## src/rtl/psx_pkg.sv

```systemverilog
// Shared PSX protocol constants and the pad-responder FSM state encoding.
package psx_pkg;

  localparam logic [7:0] PSX_ADDR_PAD   = 8'h01;
  localparam logic [7:0] PSX_CMD_POLL   = 8'h42;
  localparam logic [7:0] PSX_ID_DIGITAL = 8'h41;
  localparam logic [7:0] PSX_ID_TRAILER = 8'h5A;
  localparam logic [7:0] PSX_REPLY_IDLE = 8'hFF;

  typedef enum logic [2:0] {
    S_ADDR,
    S_CMD,
    S_ID,
    S_BTN_LO,
    S_BTN_HI,
    S_IGNORE
  } psx_state_t;

endpackage

```

## src/rtl/psx_sync_bus.sv

```systemverilog
// Parameter-width two-flop synchronizer, cleared by the asynchronous packet reset.
module psx_sync_bus #(
  parameter int WIDTH = 1
) (
  input  logic             clk,
  input  logic             i_rst,
  input  logic [WIDTH-1:0] i_d,
  output logic [WIDTH-1:0] o_q
);

  logic [WIDTH-1:0] r_meta;
  logic [WIDTH-1:0] r_sync;

  always_ff @(posedge clk or posedge i_rst) begin
    if (i_rst) begin
      r_meta <= '0;
      r_sync <= '0;
    end else begin
      r_meta <= i_d;
      r_sync <= r_meta;
    end
  end

  assign o_q = r_sync;

endmodule

```

## src/rtl/psx_pad_responder.sv

```systemverilog
// Digital-pad protocol engine on the PSX parallel bus: sequences the poll
// transaction, supplies reply bytes and ack requests, and reports motor bytes.
module psx_pad_responder
  import psx_pkg::*;
#(
  parameter logic [7:0] PAD_ADDR = PSX_ADDR_PAD,
  parameter logic [7:0] POLL_CMD = PSX_CMD_POLL,
  parameter logic [7:0] PAD_ID   = PSX_ID_DIGITAL
) (
  input  logic        clk,
  input  logic        PPB_packet_reset,
  input  logic [7:0]  PPB_command,
  input  logic        PPB_command_strobe,
  output logic [7:0]  PPB_reply,
  output logic        PPB_ack_strobe,
  input  logic [15:0] buttons,
  input  logic        pad_present,
  output logic [7:0]  motor_small,
  output logic [7:0]  motor_large,
  output logic        poll_done
);

  logic [16:0] w_sync;
  logic [15:0] w_buttons_s;
  logic        w_present_s;

  psx_sync_bus #(.WIDTH(17)) u_sync (
    .clk   (clk),
    .i_rst (PPB_packet_reset),
    .i_d   ({pad_present, buttons}),
    .o_q   (w_sync)
  );

  assign w_buttons_s = w_sync[15:0];
  assign w_present_s = w_sync[16];

  psx_state_t r_state;
  psx_state_t w_state_nxt;
  logic [15:0] r_snap;
  logic [7:0]  r_reply;
  logic [7:0]  w_reply_nxt;
  logic        r_ack;
  logic        w_ack_nxt;
  logic        r_done;
  logic        w_done_nxt;
  logic [7:0]  r_motor_small;
  logic [7:0]  r_motor_large;
  logic        w_snap_en;
  logic        w_small_en;
  logic        w_large_en;

  // Reply holds between strobes; ack and poll_done are single-cycle pulses.
  always_comb begin
    w_state_nxt = r_state;
    w_reply_nxt = r_reply;
    w_ack_nxt   = 1'b0;
    w_done_nxt  = 1'b0;
    w_snap_en   = 1'b0;
    w_small_en  = 1'b0;
    w_large_en  = 1'b0;
    if (PPB_command_strobe) begin
      w_reply_nxt = PSX_REPLY_IDLE;
      w_state_nxt = S_IGNORE;
      case (r_state)
        S_ADDR: begin
          if (PPB_command == PAD_ADDR && w_present_s) begin
            w_ack_nxt   = 1'b1;
            w_reply_nxt = PAD_ID;
            w_state_nxt = S_CMD;
          end
        end
        S_CMD: begin
          if (PPB_command == POLL_CMD) begin
            w_ack_nxt   = 1'b1;
            w_reply_nxt = PSX_ID_TRAILER;
            w_snap_en   = 1'b1;
            w_state_nxt = S_ID;
          end
        end
        S_ID: begin
          w_ack_nxt   = 1'b1;
          w_reply_nxt = ~r_snap[7:0];
          w_state_nxt = S_BTN_LO;
        end
        S_BTN_LO: begin
          w_ack_nxt   = 1'b1;
          w_small_en  = 1'b1;
          w_reply_nxt = ~r_snap[15:8];
          w_state_nxt = S_BTN_HI;
        end
        S_BTN_HI: begin
          w_large_en  = 1'b1;
          w_done_nxt  = 1'b1;
        end
        default: begin
          w_state_nxt = S_IGNORE;
        end
      endcase
    end
  end

  always_ff @(posedge clk or posedge PPB_packet_reset) begin
    if (PPB_packet_reset) begin
      r_state       <= S_ADDR;
      r_snap        <= '0;
      r_reply       <= PSX_REPLY_IDLE;
      r_ack         <= 1'b0;
      r_done        <= 1'b0;
      r_motor_small <= '0;
      r_motor_large <= '0;
    end else begin
      r_state <= w_state_nxt;
      r_reply <= w_reply_nxt;
      r_ack   <= w_ack_nxt;
      r_done  <= w_done_nxt;
      if (w_snap_en)  r_snap        <= w_buttons_s;
      if (w_small_en) r_motor_small <= PPB_command;
      if (w_large_en) r_motor_large <= PPB_command;
    end
  end

  assign PPB_reply      = r_reply;
  assign PPB_ack_strobe = r_ack;
  assign poll_done      = r_done;
  assign motor_small    = r_motor_small;
  assign motor_large    = r_motor_large;

endmodule

```

## config.mk

```make
export PLATFORM = sky130hd
export DESIGN_NAME = psx_pad_responder
export DESIGN_NICKNAME = d
export VERILOG_FILES = /design/src/rtl/psx_pkg.sv /design/src/rtl/psx_sync_bus.sv /design/src/rtl/psx_pad_responder.sv
export SDC_FILE = /design/constraint.sdc
export NUM_CORES = 1
export LEC_CHECK = 0
export ABC_AREA = 1
export CAP_MARGIN = 15
export CORE_MARGIN = 2
export CORE_UTILIZATION = 45
export DETAILED_ROUTE_END_ITERATION = 7
export PLACE_DENSITY = 0.66
export SLEW_MARGIN = 30
export SYNTH_ARGS = -nofsm -noshare
export SYNTH_HDL_FRONTEND = slang
export SYNTH_SLANG_ARGS = --single-unit
```

## constraint.sdc

```tcl
create_clock -name clk -period 3.5 [get_ports clk]
set_clock_uncertainty 0.2 [all_clocks]
set_input_delay 0.7 -clock clk [delete_from_list [all_inputs] [get_ports clk]]
set_output_delay 0.7 -clock clk [all_outputs]
set_load 0.02 [all_outputs]
```

Yosys cells after proc, flatten, opt, wreduce, memory -nomap -nowiden
Cells that the tools add are included.
{"block": "op_classes", "n_reduce_logical": 3, "shifts": 0, "multipliers": 0, "bitwise_logic": 2, "n_addsub": 0, "n_eq_ne": 6, "div": 0, "n_mux": 16, "magnitude_cmp": 0}
{"cell": "$pmux 8 s4", "n": 1}
{"cell": "$mux 8", "n": 2}
{"cell": "$not 8->8", "n": 2}
{"cell": "$pmux 3 s4", "n": 1}
{"cell": "$mux 1", "n": 9}
{"cell": "$eq 8x1->1 const B", "n": 1}
{"cell": "$eq 8x7->1 const B", "n": 1}
{"cell": "$eq 3x2->1 const B", "n": 2}
{"cell": "$mux 3", "n": 2}
{"cell": "$eq 3x1->1 const B", "n": 1}
{"cell": "$eq 3x3->1 const B", "n": 1}
{"cell": "$logic_not 3->1", "n": 1}
{"cell": "$pmux 1 s3", "n": 1}
{"cell": "$reduce_or 2->1", "n": 1}
{"cell": "$logic_and 1x1->1", "n": 1}
{"block": "totals", "input_bits": 28, "elab_cells": 36, "ramBits": 0, "latchBits": 0, "out_inout_bits": 26, "register_bits": 79, "n_memories": 0, "mem_bits_ro": 0}

Logic depth before layout (Yosys ltp)
{"block": "depth", "depth_word": 5, "mapped_depth": 9, "ltp_nobuf": 8}

Hierarchy
From an unflattened synthesis, not the netlist that was laid out.
{"block": "hier_totals", "cells_unflattened": 278, "hier_area_um2": 2886.5}
{"mod": "psx_pad_responder", "instances": 1, "area_each_um2": 2031.9, "cells_each": 243, "seq_area_each_um2": 1136.1}
{"mod": "psx_sync_bus", "instances": 1, "area_each_um2": 854.6, "cells_each": 35, "seq_area_each_um2": 850.8}

Worst setup path after synthesis
Ideal clock, no wire load.
{"block": "synth_timing", "kind": "input-to-reg", "from": "in PPB_command[5]", "to": "reg r_snap[7]", "arrival_ns": 1.643, "path_stages": 9, "slack_ns": 1.540, "required_time_ns": 3.183, "n_path_buf": 1, "setup_ns": 0.117, "cell_sequence": "inv_1 nand2_1 nor2_1 nand2_1 nor2_8 nand2_4 buf_6 nand2_1 nand2_1"}
{"block": "synth_between", "elab_chain_len": 4}
{"item": "start, declared", "line": "psx_pad_responder.sv:12", "rtl": "input logic [7:0] PPB_command,"}
{"item": "$eq 8x7->1", "line": "psx_pad_responder.sv:73", "rtl": "if (PPB_command == POLL_CMD) begin"}
{"item": "$mux 1", "line": "psx_pad_responder.sv:73"}
{"item": "$mux 1", "line": "psx_pad_responder.sv:64", "rtl": "case (r_state)"}
{"item": "$mux 1", "line": "psx_pad_responder.sv:61", "rtl": "if (PPB_command_strobe) begin"}
{"item": "end signal, assigned", "line": "psx_pad_responder.sv:116", "rtl": "if (w_snap_en) r_snap <= w_buttons_s;"}
{"item": "end, declared", "line": "psx_pad_responder.sv:39", "rtl": "logic [15:0] r_snap;"}
Every way passes these cells.
A chain may end at the register's enable or synchronous reset.

Worst setup path after layout
{"block": "layout_timing", "from": "in PPB_command_strobe", "to": "reg r_motor_small[0] (netlist: motor_small[0])"}
{"block": "layout_between", "elab_chain_len": 1}
{"item": "start, declared", "line": "psx_pad_responder.sv:13", "rtl": "input logic PPB_command_strobe,"}
{"item": "$mux 1", "line": "psx_pad_responder.sv:61"}
{"item": "end signal, assigned", "line": "psx_pad_responder.sv:117", "rtl": "if (w_small_en) r_motor_small <= PPB_command;"}
{"item": "end, declared", "line": "psx_pad_responder.sv:46", "rtl": "logic [7:0] r_motor_small;"}
Every way passes these cells.

==> impl_metrics.ini <==
[synth]
synthesis.area_mm2 = 0.002907
synth_seq_cells = 79
yosysMostFrequentCell = nand2_1
yosysTopAreaCell = dfrtp_1
synth_top_area_share_pct = 61.13
seq_area_frac_synth_pct = 68.36
synth_enable_flop_cells = 0
ys_warn_count = 0
yosys-top-cells-count = 81 x nand2_1, 71 x dfrtp_1, 28 x nand3_1
ys_top_cells_by_area = dfrtp_1 61%, nand2_1 10%, dfstp_2 7.2%
synth_area_per_cell_um2 = 10.20
yosysUniqueCellTypes = 24
async_flop_share_pct = 100.0
syn_inst = 285
ys.flop_type = dfrtp_1
syn_nets = 313

[pwr]
ir_drop_mv = 0.2722
leakagePower_nw = 1.763
power.total_w = 0.001754
p_per_area_mw_per_mm2 = 474.8

[route]
vias = 1994
ant_nets = 0
drtIter0Drc = 161
wl_per_cell_um = 12.07
drt-vias-per-instance = 4.681
drc = 0
totalWireLength_um = 5140
firstDrtPassIters = 4

[placement]
post-dp-hpwl_um = 3515
port_buffers = 53
routabilityCongestion = 0.8534
post-place-cells = 410
pre_cts_slack_ns = 0.7614

[worst_setup_path]
cp_slowest_cell = clkdlybuf4s50_1
endpoint_kind = flip-flop
critical_path_required_ns = 3.55
rr_startpoint = r_state[0]
cp_max_fo = 20
crit_arrival_ns = 2.46
critPathLaunchType = primary input
reg2reg_to = r_snap[6]
r2r_setup_slack_ns = 1.64
path_class = in -> reg
max_stage_delay_ns = 0.78
reg2reg_depth = 7
path_cells = clkdlybuf4s50_1 > buf_4 > nand2_1 > o21ai_0

[clocking]
clock_sinks = 79
htreeDepth = 3
cts.repair.resized = 0
clk_pin_slew_ns = 0.08
post_cts_buffers = 0
root_buffer = clkbuf_8
tritoncts = done
insertion_delay_ns = 0.34
cts_buffers = 9
ctsHoldBuffers = 0
cts_buffer_depth = 2

[sta]
finalCritPeriodShare_pct = 68.97
fin_setup_tns_ns = 0
fin_ws_ns = 1.086
fin_crit_ns = 2.414
max-slew-margin-rel_pct = 67.03
whs_ns = 0.1499
rsz0062_at_grt = no
fmax_mhz = 414.3
tightestPinTransition_ns = 0.4930
hold_viol = 0
slew_violations = 0
setup_viol = 0

[grt]
grt_pass1_wl_um = 8956
track_usage_pct = 16.18
grt_max_degree = 59
grt_pass1_vias = 1979
grt_overflow = 0
antenna_found_initial = 0

[layout]
filler_cell_count = 558
drive_above_1_share_pct = 11.17
diodes = 0
final_cell_count_no_fill = 426
fin_nets = 372
area_growth_pct = 27.12

[die]
boundaryPins = 54
die_area_mm2 = 0.007117
die_h_um = 84.37
initial_utilization_pct = 46.04
coreArea_mm2 = 0.006314
row_count = 29
die_w_um = 84.37

[outcome]
status = complete, no violations

[run]
cap_violations = 0

[min_path]
hp-class = reg -> reg
min_path_cells = 0
hold_end = u_sync.o_q[2]
hold_path_startpoint = u_sync.r_meta[2]
-- where the power goes --
part	total [W]	switching [W]	internal, W
clock	0.000586	0.000314	0.000273
sequential	0.000986	0.0000208	0.000965
combinational	0.000181	0.0000959	0.0000855
-- cells by family (layout without fill, tap and decap cells) --
logic type | Yosys count | after routing | synth area share (%)
flops | 79 | 79 | 68.36
compound gates | 25 | 25 | 4.434
simple gates | 145 | 145 | 22.08
buf+inv | 36 | 100 | 5.123
-- final cells by class --
type / instances / area [µm²] / share of cell area, %
Sequential cell: 79 / 1987 / 53.78
Clock buffer: 10 / 137.6 / 3.725
Clock inverter: 6 / 36.28 / 0.9821
Inverter: 29 / 108.9 / 2.946
Multi-Input combinational cell: 170 / 770.7 / 20.86
Timing Repair Buffer: 55 / 558.0 / 15.10
Tap cell: 77 / 96.34 / 2.608
-- metrics by stage --
stage                     instance area [µm²]  util [%]
after global routing                     3695     58.52
after floorplan                          2907         -
after CTS                                3695     58.52
after detailed placement                 3521     55.77
after global placement                   3521     55.77
final                                    3695     58.52
-- state kept, by name (all words and copies together), names as in the netlist --
register	flops
u_sync.r_meta	17
PPB_ack_strobe	1
poll_done	1
motor_large	8
u_sync.o_q	17
motor_small	8
PPB_reply	8
r_state	3
r_snap	16
-- critical path: cells and delay by family --
family | cells | cell delay, ns
simple gates | 1 | 0.33
compound gates | 1 | 0.31
buf+inv | 2 | 1.12
-- metal layers --
metal	vias to the layer above	wire (µm)	GRT usage [%]
li1	1017	-	-
met1	911	2392	21.01
met2	53	2372	24.96
met3	13	249	4.130
met4	0	125	9.091
met5	-	0	0
-- how the worst max path moves through the flow --
stage | slack [ns] | from | end | depth (start not counted)
floorplan | 0.59 | PPB_packet_reset | PPB_ack_strobe | 1
global placement | 0.77 | PPB_command_strobe | PPB_reply[4] | 9
detailed placement | 0.76 | PPB_command_strobe | PPB_reply[4] | 9
CTS | 1.09 | PPB_reply[2] | PPB_reply[2] | 1
global route | 0.92 | PPB_command_strobe | PPB_reply[7] | 9
finish | 1.09 | PPB_command_strobe | motor_small[0] | 4
-- cell usage in the layout, fill, tap and decap left out, types with 2 or more instances in the layout --
| master | count |
|---|---|
| nand2_1 | 81 |
| clkinv_2 | 4 |
| o21ai_1 | 4 |
| dfrtp_1 | 71 |
| nor3_1 | 2 |
| inv_2 | 3 |
| or2_2 | 5 |
| dfstp_2 | 8 |
| o21ai_0 | 15 |
| clkdlybuf4s50_1 | 53 |
| clkbuf_8 | 10 |
| a21oi_1 | 4 |
| inv_1 | 26 |
| nor2_1 | 23 |
| nand3_1 | 28 |
No activity file was read; power rests on OpenSTA's default activity.
